==> src/rtl/cr16_alu_writeback.sv <==
// CR16 ALU result consumer: masked PSR flag update, branch condition evaluation, and a writeback FIFO.
// Accepted results appear on the FIFO head and O_psr one cycle later; O_ready is low whenever the FIFO is full.
module cr16_alu_writeback #(
  parameter int DATA_WIDTH = 16,
  parameter int DEPTH      = 2
) (
  input  logic                  I_clk,
  input  logic                  I_reset,
  input  logic                  I_valid,
  output logic                  O_ready,
  input  logic [DATA_WIDTH-1:0] I_dest,
  input  logic [4:0]            I_flags,
  input  logic [4:0]            I_flag_mask,
  input  logic                  I_wb_en,
  input  logic [3:0]            I_wb_addr,
  output logic                  O_wb_valid,
  input  logic                  I_wb_ready,
  output logic [DATA_WIDTH-1:0] O_wb_data,
  output logic [3:0]            O_wb_addr,
  output logic [4:0]            O_psr,
  input  logic [3:0]            I_cond,
  output logic                  O_cond_true
);

  localparam int AW = (DEPTH > 1) ? $clog2(DEPTH) : 1;
  localparam int CW = $clog2(DEPTH + 1);

  logic [DATA_WIDTH-1:0] r_mem_data [DEPTH];
  logic [3:0]            r_mem_addr [DEPTH];
  logic [AW-1:0]         r_wptr;
  logic [AW-1:0]         r_rptr;
  logic [CW-1:0]         r_count;
  logic [4:0]            r_psr;

  logic w_full;
  logic w_accept;
  logic w_push;
  logic w_pop;

  // Full blocks every accept, including flag-only ones, independent of a same-edge pop.
  assign w_full     = (r_count == CW'(DEPTH));
  assign O_ready    = !w_full;
  assign w_accept   = I_valid && O_ready;
  assign w_push     = w_accept && I_wb_en;
  assign O_wb_valid = (r_count != '0);
  assign w_pop      = O_wb_valid && I_wb_ready;

  assign O_wb_data  = r_mem_data[r_rptr];
  assign O_wb_addr  = r_mem_addr[r_rptr];
  assign O_psr      = r_psr;

  always_ff @(posedge I_clk) begin
    if (I_reset) begin
      r_psr   <= '0;
      r_wptr  <= '0;
      r_rptr  <= '0;
      r_count <= '0;
      for (int i = 0; i < DEPTH; i++) begin
        r_mem_data[i] <= '0;
        r_mem_addr[i] <= '0;
      end
    end else begin
      if (w_accept) begin
        r_psr <= (r_psr & ~I_flag_mask) | (I_flags & I_flag_mask);
      end
      if (w_push) begin
        r_mem_data[r_wptr] <= I_dest;
        r_mem_addr[r_wptr] <= I_wb_addr;
        r_wptr             <= r_wptr + AW'(1);
      end
      if (w_pop) begin
        r_rptr <= r_rptr + AW'(1);
      end
      case ({w_push, w_pop})
        2'b10:   r_count <= r_count + CW'(1);
        2'b01:   r_count <= r_count - CW'(1);
        default: r_count <= r_count;
      endcase
    end
  end

  logic w_c, w_l, w_f, w_z, w_n;
  assign w_c = r_psr[4];
  assign w_l = r_psr[3];
  assign w_f = r_psr[2];
  assign w_z = r_psr[1];
  assign w_n = r_psr[0];

  always_comb begin
    O_cond_true = 1'b0;
    case (I_cond)
      4'b0000: O_cond_true = w_z;
      4'b0001: O_cond_true = !w_z;
      4'b0010: O_cond_true = w_c;
      4'b0011: O_cond_true = !w_c;
      4'b0100: O_cond_true = w_l;
      4'b0101: O_cond_true = !w_l;
      4'b0110: O_cond_true = w_n;
      4'b0111: O_cond_true = !w_n;
      4'b1000: O_cond_true = w_f;
      4'b1001: O_cond_true = !w_f;
      4'b1010: O_cond_true = !w_l && !w_z;
      4'b1011: O_cond_true = w_l || w_z;
      4'b1100: O_cond_true = !w_n && !w_z;
      4'b1101: O_cond_true = w_n || w_z;
      4'b1110: O_cond_true = 1'b1;
      default: O_cond_true = 1'b0;
    endcase
  end

endmodule

==> config.mk <==
export PLATFORM = sky130hd
export DESIGN_NAME = cr16_alu_writeback
export DESIGN_NICKNAME = d
export VERILOG_FILES = /design/src/rtl/cr16_alu_writeback.sv
export SDC_FILE = /design/constraint.sdc
export NUM_CORES = 1
export LEC_CHECK = 0
export ABC_AREA = 1
export CAP_MARGIN = 20
export CORE_MARGIN = 1
export CORE_UTILIZATION = 47
export DETAILED_ROUTE_END_ITERATION = 16
export PLACE_DENSITY = 0.8
export RECOVER_POWER = 100
export SLEW_MARGIN = 10
export SYNTH_ARGS = -nofsm -noshare
export SYNTH_HDL_FRONTEND = slang
export SYNTH_SLANG_ARGS = --single-unit
==> constraint.sdc <==
create_clock -name I_clk -period 2.6 [get_ports I_clk]
set_clock_uncertainty 0.15 [all_clocks]
set_input_delay 0.39 -clock I_clk [delete_from_list [all_inputs] [get_ports I_clk]]
set_output_delay 0.39 -clock I_clk [all_outputs]
set_load 0.05 [all_outputs]
==> run summary <==
HOLD PATH
---------------------------------------------------------------------------------
Kind of path behind the tightest hold check ........................ register to register
Cells on Worst Hold Path ...........................................            1
Launch instance of the worst min-delay path ........................       r_rptr

ROUTING
---------------------------------------------------------------------------------
Total number of vias ...............................................        1,758
Post-route antenna net violation count .............................            0
DR WL/cell .........................................................      12.1 um
DRC violations left ................................................            0
Routed Wire Length .................................................      4570 um
Count of TritonRoute iterations in the first routing pass ..........            4
Via density per instance ...........................................         4.65
DRC marker count from the first detailed-route iteration ...........           89

SYNTHESIS
---------------------------------------------------------------------------------
Area fraction of the dominant cell type after synthesis ............        51.0%
Post-synthesis net count ...........................................          277
Portion of the post-synthesis area used by sequential elements .....        59.4%
Cells taking the most area after synthesis ......................... edfxtp_1 51%, mux2_2 9.6%, dfxtp_1 8.5%
Number of warnings reported in the yosys synthesis log .............            0
Flip-flop and latch count after synthesis ..........................           50
Area of the mapped netlist .........................................  0.00236 mm2
Gate count of the mapped netlist ...................................          237
Synth area leader ..................................................     edfxtp_1
Number of distinct library cells after synthesis ...................           20
Avg Synthesized Cell Area ..........................................     9.95 um2

FINAL LAYOUT
---------------------------------------------------------------------------------
Area taken by flip-flops and latches ...............................  0.00140 mm2
Post-layout net count ..............................................          350
Share of cells above drive strength 1 ..............................        17.7%
Diode insertion count for antenna repair ...........................            0
Fill cell count ....................................................          403
Area of the multi-input gates ......................................      766 um2
Area growth syn-to-layout ..........................................        30.1%

GLOBAL ROUTING
---------------------------------------------------------------------------------
Global-route track usage on met1 ...................................        21.5%
Met3 global-route usage ............................................        4.56%
Total congestion overflow after global routing .....................            0
Overall Global Routing Usage .......................................        18.2%
Most heavily used metal layer in global routing ....................         met2
Global-route wire length before repair .............................      7260 um
Pin count of the biggest net entering global routing ...............           22
Vias in the first global route .....................................        1,664
Initial antenna violation count ....................................            0
Global-route track usage on met2 ...................................        32.5%

TIMING
---------------------------------------------------------------------------------
Final setup TNS ....................................................         0 ns
Hold Vio Cnt, Final ................................................            0
Worst-margin pin slew ..............................................     0.912 ns
Total setup violations reported at the end of the flow .............            0
RSZ-0062 raised after global routing ...............................        false
Maximum clock frequency ............................................    0.415 GHz
Clock period minus final worst setup slack .........................      2.41 ns
Rel. slew slack ....................................................        39.2%
Tcrit/Tclk final ...................................................        92.6%
Max-slew violations ................................................            0
Post-route worst setup slack .......................................     0.191 ns

JOB
---------------------------------------------------------------------------------
Max-cap viol count .................................................            0

FLOORPLANNING
---------------------------------------------------------------------------------
# rows .............................................................           25
Core Region ........................................................  0.00479 mm2
Die Span X .........................................................      72.8 um
Die Height .........................................................      72.8 um
Initial core utilization ...........................................        49.3%
Ports ..............................................................           67
Die ar. ............................................................  0.00530 mm2

CLOCKING
---------------------------------------------------------------------------------
Count of hold buffers inserted by post-cts repair ..................            0
Clock Pin Slew Worst Setup and Hold Paths ..........................      0.08 ns
Clock Tree Buf Depth ...............................................            2
Number of post-CTS setup repair buffers ............................            0
Clock Root Buffer ..................................................     clkbuf_8
TritonCTS Buffers ..................................................            5
TritonCTS clock tree ...............................................         done
Number of H-tree branching levels ..................................            2
Source-to-sink clock delay at the later pin of the worst-skew pair .      0.29 ns
Count of instances resized after the clock tree is built ...........            0
Number of clock sinks ..............................................           50

PWR
---------------------------------------------------------------------------------
Peak VDD IR ........................................................     0.386 mV
Power per standard cell area .......................................   632 mW/mm2
Leakage power ......................................................      1.39 nW
Post-layout total power ............................................    0.00194 W

CRITICAL PATH
---------------------------------------------------------------------------------
Crit Path Max Fanout ...............................................            6
Worst reg2reg startpoint ...........................................   r_count[0]
Startpoint type of the worst setup path ............................ primary input
Setup slack of the worst register-to-register path .................      0.41 ns
Data arrival, critical path ........................................      1.87 ns
Kind of capture point of the worst setup path ......................   output pin
Register-to-Register Path Depth ....................................            7
RR Endpoint ........................................................ r_mem_data[0][10]
Worst Path Class, Setup ............................................ primary input to output pin
Worst EP required ..................................................      2.06 ns

PLACE
---------------------------------------------------------------------------------
Pre-CTS setup slack ................................................     0.148 ns
Half-perimeter wire length of the detailed placement result ........      3240 um
Final RePlAce weighted congestion ..................................        0.854
Port Buf Inserts ...................................................           66

OUTCOME
---------------------------------------------------------------------------------
Run status .........................................................    completed

[cell usage in the layout (no fill, tap or decap), types with 2 or more instances in the layout]
master and count:
nor2_1 47, edfxtp_1 40, nand2_1 38, inv_1 36
clkdlybuf4s50_1 36, clkbuf_2 20, mux2_2 19, nand3_1 10
o21ai_0 10, a21oi_1 10, dfxtp_1 10, dlygate4sd3_1 9
clkbuf_1 6, clkbuf_8 5, nor2_2 3, buf_4 2
[cell usage after synthesis]
library cell	instances
nor2_1	48
edfxtp_1	40
nand2_1	37
inv_1	36
mux2_2	20
a21oi_1	10
dfxtp_1	10
nand3_1	10
o21ai_0	10
buf_2	4
buf_6	2
nor2_2	2
a21boi_4	1
clkbuf_1	1
ha_1	1
inv_2	1
nand2_2	1
nand2_4	1
nand4_1	1
xor2_1	1
[cell type report]
cell class              instances  share of cell area [%]
flip-flops and latches         50                    45.7
well taps                      67                    2.73
inverters                      37                    4.53
multi-input cells             143                    25.0
clock inverters                 2                   0.449
repair buffers                 73                    19.3
clock buffers                   6                    2.37
[kinds of logic (layout without fill, tap and decap cells)]
logic type	after synthesis	in the layout	share of synthesized area (%)
muxes	20	20	9.55
DFF	50	50	59.4
adders and majority gates	1	1	0.531
AOI/OAI and AO/OA	21	21	5.04
buffers and inverters	44	118	7.86
xor gates and xnor gates	1	1	0.372
and+or+nand+nor	100	100	17.2
[metal layers]
layer,vias up,routed length (um)
li1,908,-
met1,811,1980
met2,37,2450
met3,2,123
met4,0,15
met5,-,0
[where the power goes]
part           total [W]  internal [W]  switching (W)
registers       0.000947      0.000921      0.0000262
clock network   0.000435      0.000190       0.000245
logic           0.000556      0.000184       0.000372
[critical path, cell delays in order]
cell	delay [ns]
clkdlybuf4s50_1	0.57
inv_1	0.11
nor2_2	0.16
nand2_1	0.09
nand2_1	0.07
nand3_1	0.07
a21oi_1	0.14
nand2_1	0.07
clkbuf_4	0.21
[stage by stage]
step                      std cells  hold slack [ns]  utilization [%]  instance area (um2)
final                           378            0.313             64.1                 3070
after CTS                       378            0.310             65.9                 3150
after detailed placement        370            0.300             64.1                 3070
after global routing            378            0.338             64.1                 3070
after global placement          370            0.286             64.1                 3070
after floorplan                 237            0.275                -                 2360
[worst max-delay path by stage]
stage	startpoint	end	slack (ns)	cells past startpoint
finish	I_cond[0]	O_cond_true	0.19	9
global route	I_cond[0]	O_cond_true	0.04	9
CTS	I_cond[0]	O_cond_true	0.14	9
detailed placement	I_cond[0]	O_cond_true	0.15	9
global placement	I_cond[0]	O_cond_true	0.24	9
floorplan	r_count[0]	r_mem_addr[0][0]	0.61	7
Power figures use the tool's default switching activity.
